<file path="config.mk">
export PLATFORM = sky130hd
export DESIGN_NAME = mem_wb_multi
export DESIGN_NICKNAME = d
export VERILOG_FILES = /design/src/rtl/mem_wb_multi_pkg.sv /design/src/rtl/mem_wb_lane_stage.sv /design/src/rtl/mem_wb_multi.sv
export SDC_FILE = /design/constraint.sdc
export NUM_CORES = 1
export LEC_CHECK = 0
export ABC_AREA = 1
export BUFFER_PORTS_ARGS = -buffer_cell sky130_fd_sc_hd__buf_2
export CAP_MARGIN = 20
export CORE_ASPECT_RATIO = 1.2
export CORE_MARGIN = 2
export CORE_UTILIZATION = 40
export DETAILED_ROUTE_END_ITERATION = 6
export GPL_TIMING_DRIVEN = 0
export PLACE_DENSITY_LB_ADDON = 0.1
export SYNTH_ARGS = -nofsm -noshare
export SYNTH_HDL_FRONTEND = slang
export SYNTH_SLANG_ARGS = --single-unit
</file>
<file path="constraint.sdc">
create_clock -name clk -period 1.5 [get_ports clk]
set_input_delay 0.225 -clock clk [delete_from_list [all_inputs] [get_ports clk]]
set_output_delay 0.225 -clock clk [all_outputs]
set_load 0.02 [all_outputs]
</file>
<file path="src/rtl/mem_wb_multi_pkg.sv">
// Shared constants and types for the MEM/WB write-back boundary.
// Flow-control op encodings and register-file reset values live here.
package mem_wb_multi_pkg;

    localparam logic [1:0]  NORMAL_OP           = 2'b00;
    localparam logic [1:0]  RST_OP              = 2'b01;
    localparam logic [1:0]  KEEP_OP             = 2'b10;
    localparam logic [31:0] ZeroWord            = 32'h0000_0000;
    localparam logic [4:0]  DEFAULT_WriteRegDst = 5'd0;
    localparam logic        DEFAULT_RegWrite    = 1'b0;
    localparam logic [31:0] INS_NOP             = 32'h0000_0000;

    // Per-stage control decoded once in the top from the flow op.
    typedef enum logic [1:0] {
        STG_HOLD  = 2'd0,
        STG_LOAD  = 2'd1,
        STG_CLEAR = 2'd2
    } stage_ctl_e;

endpackage

</file>
<file path="src/rtl/mem_wb_lane_stage.sv">
// One MEM/WB register stage holding LANES write-back slots.
// Reset and CLEAR both load the bubble value; HOLD keeps the stage.
module mem_wb_lane_stage
    import mem_wb_multi_pkg::*;
#(
    parameter int DATA_W     = 32,
    parameter int ADDR_W     = 5,
    parameter int LANES      = 1,
    parameter bit DEBUG_MODE = 1'b1
) (
    input  logic                    clk,
    input  logic                    rst,
    input  stage_ctl_e              i_ctl,
    input  logic [LANES*DATA_W-1:0] i_data,
    input  logic [LANES*ADDR_W-1:0] i_dst,
    input  logic [LANES-1:0]        i_we,
    input  logic [LANES*32-1:0]     i_ins,
    output logic [LANES*DATA_W-1:0] o_data,
    output logic [LANES*ADDR_W-1:0] o_dst,
    output logic [LANES-1:0]        o_we,
    output logic [LANES*32-1:0]     o_ins
);

    logic [LANES*DATA_W-1:0] r_data;
    logic [LANES*ADDR_W-1:0] r_dst;
    logic [LANES-1:0]        r_we;

    always_ff @(posedge clk) begin
        if (!rst || i_ctl == STG_CLEAR) begin
            r_data <= {LANES{DATA_W'(ZeroWord)}};
            r_dst  <= {LANES{ADDR_W'(DEFAULT_WriteRegDst)}};
            r_we   <= {LANES{DEFAULT_RegWrite}};
        end else if (i_ctl == STG_LOAD) begin
            r_data <= i_data;
            r_dst  <= i_dst;
            r_we   <= i_we;
        end
    end

    assign o_data = r_data;
    assign o_dst  = r_dst;
    assign o_we   = r_we;

    // Instruction tags are only carried in debug builds.
    generate
        if (DEBUG_MODE) begin : g_ins
            logic [LANES*32-1:0] r_ins;
            always_ff @(posedge clk) begin
                if (!rst || i_ctl == STG_CLEAR)
                    r_ins <= {LANES{INS_NOP}};
                else if (i_ctl == STG_LOAD)
                    r_ins <= i_ins;
            end
            assign o_ins = r_ins;
        end else begin : g_no_ins
            logic w_ins_unused;
            assign w_ins_unused = ^i_ins;
            assign o_ins        = {LANES{INS_NOP}};
        end
    endgenerate

endmodule

</file>
<file path="src/rtl/mem_wb_multi.sv">
// MEM/WB boundary: DEPTH-stage chain of LANES write-back slots feeding the
// register file, plus combinational forwarding lookup and retired-write count.
module mem_wb_multi
    import mem_wb_multi_pkg::*;
#(
    parameter int DATA_W     = 32,
    parameter int ADDR_W     = 5,
    parameter int LANES      = 1,
    parameter int DEPTH      = 1,
    parameter int RD_PORTS   = 2,
    parameter int CNT_W      = 32,
    parameter bit DEBUG_MODE = 1'b1
) (
    input  logic                       clk,
    input  logic                       rst,
    input  logic [1:0]                 MemWbOp_i,
    input  logic [LANES*DATA_W-1:0]    WriteRegData_i,
    input  logic [LANES*ADDR_W-1:0]    WriteRegDst_i,
    input  logic [LANES-1:0]           RegWrite_i,
    output logic [LANES*DATA_W-1:0]    WriteRegData_o,
    output logic [LANES*ADDR_W-1:0]    WriteRegDst_o,
    output logic [LANES-1:0]           RegWrite_o,
    input  logic [RD_PORTS*ADDR_W-1:0] FwdAddr_i,
    output logic [RD_PORTS-1:0]        FwdHit_o,
    output logic [RD_PORTS*DATA_W-1:0] FwdData_o,
    output logic [CNT_W-1:0]           RetireCnt_o,
    input  logic [LANES*32-1:0]        ins_i,
    output logic [LANES*32-1:0]        ins_o
);

    logic [DEPTH-1:0][LANES*DATA_W-1:0] w_src_data, w_data;
    logic [DEPTH-1:0][LANES*ADDR_W-1:0] w_src_dst,  w_dst;
    logic [DEPTH-1:0][LANES-1:0]        w_src_we,   w_we;
    logic [DEPTH-1:0][LANES*32-1:0]     w_src_ins,  w_ins;
    stage_ctl_e                         w_ctl [DEPTH];
    logic                               w_advance;
    logic [CNT_W-1:0]                   w_pop;
    logic [CNT_W-1:0]                   r_cnt;

    assign w_advance = (MemWbOp_i == NORMAL_OP) || (MemWbOp_i == RST_OP);

    // RST_OP only injects a bubble at the entry; older stages keep draining.
    always_comb begin
        for (int s = 0; s < DEPTH; s++) begin
            w_ctl[s] = STG_HOLD;
            if (MemWbOp_i == NORMAL_OP)
                w_ctl[s] = STG_LOAD;
            else if (MemWbOp_i == RST_OP)
                w_ctl[s] = (s == 0) ? STG_CLEAR : STG_LOAD;
        end
    end

    generate
        for (genvar g = 0; g < DEPTH; g++) begin : g_stage
            if (g == 0) begin : g_head
                assign w_src_data[g] = WriteRegData_i;
                assign w_src_dst[g]  = WriteRegDst_i;
                assign w_src_we[g]   = RegWrite_i;
                assign w_src_ins[g]  = ins_i;
            end else begin : g_body
                assign w_src_data[g] = w_data[g-1];
                assign w_src_dst[g]  = w_dst[g-1];
                assign w_src_we[g]   = w_we[g-1];
                assign w_src_ins[g]  = w_ins[g-1];
            end

            mem_wb_lane_stage #(
                .DATA_W     (DATA_W),
                .ADDR_W     (ADDR_W),
                .LANES      (LANES),
                .DEBUG_MODE (DEBUG_MODE)
            ) u_stage (
                .clk    (clk),
                .rst    (rst),
                .i_ctl  (w_ctl[g]),
                .i_data (w_src_data[g]),
                .i_dst  (w_src_dst[g]),
                .i_we   (w_src_we[g]),
                .i_ins  (w_src_ins[g]),
                .o_data (w_data[g]),
                .o_dst  (w_dst[g]),
                .o_we   (w_we[g]),
                .o_ins  (w_ins[g])
            );
        end
    endgenerate

    assign WriteRegData_o = w_data[DEPTH-1];
    assign WriteRegDst_o  = w_dst[DEPTH-1];
    assign RegWrite_o     = w_we[DEPTH-1];
    assign ins_o          = w_ins[DEPTH-1];

    always_comb begin
        w_pop = '0;
        for (int l = 0; l < LANES; l++)
            w_pop = w_pop + CNT_W'(w_we[DEPTH-1][l]);
    end

    // Counts the final-stage writes handed to the register file on this edge.
    always_ff @(posedge clk) begin
        if (!rst)
            r_cnt <= '0;
        else if (w_advance)
            r_cnt <= r_cnt + w_pop;
    end

    assign RetireCnt_o = r_cnt;

    // Scan oldest to youngest so the last match (youngest stage, highest lane) wins.
    always_comb begin
        logic [ADDR_W-1:0] qa;
        FwdHit_o  = '0;
        FwdData_o = '0;
        qa        = '0;
        for (int p = 0; p < RD_PORTS; p++) begin
            qa = FwdAddr_i[p*ADDR_W +: ADDR_W];
            for (int s = DEPTH - 1; s >= 0; s--) begin
                for (int l = 0; l < LANES; l++) begin
                    if (w_we[s][l] && (qa != '0) &&
                        (w_dst[s][l*ADDR_W +: ADDR_W] == qa)) begin
                        FwdHit_o[p]                    = 1'b1;
                        FwdData_o[p*DATA_W +: DATA_W]  = w_data[s][l*DATA_W +: DATA_W];
                    end
                end
            end
        end
    end

endmodule
</file>
==> reports/qor.csv <==
metric,value,unit
status,"finished, violations left",
violations,negative setup slack,
holdPathEnd,g_stage[0].u_stage.o_data[9],
drive_gt1_share,47.2,%
clk_latency,0.35,ns
r2r-start,g_stage[0].u_stage.o_we,
cp_max_fo,8,
fin_crit_sh,144,%
hold_depth,3,
dp.cells,1084,
io-pin-count,252,
syn_nets,763,
hp-class,input port to flip-flop,
worst_r2r_path_depth,8,
crit_type,flip-flop to output pin,
syn_area_per_cell,7.02,sq um
critPathCaptureType,output pin,
port_buffers,251,
dp_hpwl,13100,microns
root_buffer,clkbuf_16,
hp-start,WriteRegData_i[9],
grt_pass1_wl,27200,microns
die_y,123,microns
max-cap-violations,0,
yosysSeqAreaShare,43.0,%
peakVddDrop,0.666,mV
rows,43,
maxSlewViolCount,0,
cts.sinks,102,
ys_ff_latch,102,
first_global_vias,5620,
r2r_slack,-0.15,ns
worst_pin_slew,0.550,ns
dr.pass1.iters,5,
final_cells,1135,
setup_violations,85,
start_util,41.0,%
ys_types,30,
p_leak,4.01,nW
drtIter0Drc,195,
min_period,2.16,ns
powerDensity,786,mW/mm^2
path_clk_slew,0.07,ns
core,0.0116,sq mm
slew-limit-headroom,63.3,%
cts_hold_buf,0,
diodes,0,
required,1.27,ns
setup.worst_path.start_class,flip-flop,
cts_buffers,9,
fmax,463,MHz
rsz0062_at_grt,yes,
routedWlPerCell,17.2,microns
yosys_warnings,0,
netlist_instances,676,
pre_cts_ws,-0.560,ns
ant_nets,0,
syn_area,0.00475,sq mm
dieArea,0.0128,sq mm
hold_viol,0,
vias,5931,
grt_use_total,27.5,%
grt_max_degree,18,
grt_overflow,0,
via_per_inst,5.23,
syn2layout_area_growth,80.1,%
gp_congestion,0.861,
drc,0,
cp.arrival,1.94,ns
finalClockSkew,0.00299,ns
fin_ws,-0.660,ns
nFillCells,885,
htree_levels,3,
reg2reg_to,RetireCnt_o[26],
antenna_found_initial,0,
die_w,103,microns
routed_wl,19500,microns
clock_path_buffers,2,
cts_tree,done,
nets,1060,
-- worst max path at each step --
stage	start	endpoint	slack, ns
after floorplan	g_stage[0].u_stage.o_dst[4]	FwdData_o[12]	-0.06
after global placement	FwdAddr_i[7]	FwdData_o[44]	-0.48
after CTS	g_stage[0].u_stage.o_dst[3]	FwdData_o[12]	-0.56
after detailed placement	FwdAddr_i[7]	FwdData_o[43]	-0.56
after global routing	g_stage[0].u_stage.o_dst[4]	FwdData_o[24]	-0.69
final	g_stage[0].u_stage.o_dst[4]	FwdData_o[24]	-0.66
-- report_power, final --
part           switching (mW)  internal [mW]
combinational           0.843          0.458
sequential             0.0899           2.84
clock                    1.08           1.40
-- state kept, by name, summed over array words and instances, names as in the netlist --
name	count
g_stage.u_stage.o_we	1
g_stage.u_stage.o_ins	32
g_stage.u_stage.o_data	32
RetireCnt_o	32
g_stage.u_stage.o_dst	5
-- layer usage --
| layer | share of wire, % | vias up | GRT usage (%) |
|---|---|---|---|
| met1 | 36 | 2772 | 29.9 |
| met4 | 4.6 | 0 | 13.9 |
| met5 | 0 | - | 0 |
| met3 | 7.9 | 64 | 5.31 |
| met2 | 52 | 287 | 49.7 |
| li1 | - | 2808 | - |
-- synthesized netlist by cell type --
| library cell | number | area, sq um |
|---|---|---|
| dfxtp_1 | 102 | 2040 |
| xor2_1 | 6 | 52.6 |
| inv_2 | 2 | 7.51 |
| nor2_1 | 173 | 649 |
| o22ai_1 | 1 | 6.26 |
| nand2_1 | 70 | 263 |
| nand4_1 | 9 | 56.3 |
| nor2_2 | 4 | 25.0 |
| o21ai_0 | 11 | 55.1 |
| buf_2 | 21 | 105 |
| nand3b_1 | 1 | 7.51 |
| o21ai_1 | 2 | 10.0 |
| ha_1 | 3 | 37.5 |
| nand2_2 | 6 | 37.5 |
| nor3_1 | 105 | 526 |
| nor3b_1 | 2 | 15.0 |
| buf_1 | 5 | 18.8 |
| nand3_2 | 2 | 20.0 |
| and3_1 | 1 | 6.26 |
| a21oi_1 | 12 | 60.1 |
| o211ai_1 | 1 | 7.51 |
| nor3_4 | 1 | 16.3 |
| nor2_4 | 4 | 45.0 |
| clkbuf_1 | 11 | 41.3 |
| xnor2_1 | 3 | 26.3 |
| a31oi_1 | 1 | 6.26 |
| inv_1 | 67 | 251 |
| nand4_4 | 1 | 21.3 |
| a211oi_1 | 34 | 255 |
| nand3_1 | 15 | 75.1 |
-- worst max-delay path, stage by stage, from the launching register on --
cell,delay [ns]
dfxtp_4,0.37
inv_4,0.06
nand2_4,0.06
o21ai_4,0.07
nor2_4,0.17
nand3_4,0.09
buf_12,0.16
clkbuf_16,0.17
nor3_4,0.25
buf_6,0.17
-- layout by cell type, fill, tap and decap left out, types with 3 or more instances in the layout --
master / instances
inv_2: 5
xnor2_1: 3
buf_4: 14
a211oi_1: 34
buf_1: 5
clkbuf_1: 5
xor2_1: 5
o21ai_1: 4
inv_1: 61
buf_6: 77
nor2_1: 161
nand3_4: 3
buf_12: 11
nand3_2: 6
nand2_2: 7
nor2_2: 5
inv_4: 3
dfxtp_1: 92
nand2_1: 66
a21oi_1: 9
o21ai_0: 6
nor3_4: 62
nor2_4: 15
nand3_1: 8
nand4_1: 9
nor3_1: 41
buf_2: 200
clkbuf_8: 3
nand2_4: 3
dfxtp_2: 3
nor3_2: 3
dfxtp_4: 7
clkbuf_16: 16
-- layout make-up --
cell class | instances | area, sq um | area share (%)
plain buffers | 37 | 349 | 4.08
flip-flops and latches | 102 | 2070 | 24.2
inverters | 69 | 267 | 3.12
repair buffers | 286 | 2120 | 24.7
multi-input cells | 468 | 3230 | 37.8
clock inverters | 6 | 67.6 | 0.790
well taps | 157 | 196 | 2.30
clock buffers | 10 | 250 | 2.93
-- per-stage QoR --
| step | utilization, % | power (mW) | area, sq um | hold WS, ns | setup TNS, ns |
|---|---|---|---|---|---|
| after floorplan | - | 3.67 | 5570 | 0.363 | -1.41 |
| after global placement | 60.7 | 4.03 | 7030 | 0.469 | -32.49 |
| after detailed placement | 60.7 | 4.07 | 7030 | 0.480 | -39.69 |
| after CTS | 69.9 | 6.63 | 8080 | 0.123 | -32.16 |
| after global routing | 73.9 | 6.96 | 8550 | 0.155 | -40.33 |
| final | 73.9 | 6.72 | 8550 | 0.129 | -35.36 |
-- kinds of logic (layout without fill, tap and decap cells) --
family	Yosys count	count (layout)	synth area share [%]
flops	102	102	43.0
simple gates	394	394	37.1
fa+ha+maj	3	3	0.791
compound gates	62	62	8.44
buf+inv	106	408	8.94
xor+xnor	9	9	1.66
-- repair_timing --
action / 4_1_cts / 5_1_grt
pin swaps: 29 / 34
buffers inserted: 18 / 11
cloned: 5 / 3
endpoints found under the setup margin: 79 / 99
resized for setup: 145 / 92
(Power assumes the default switching activity.)
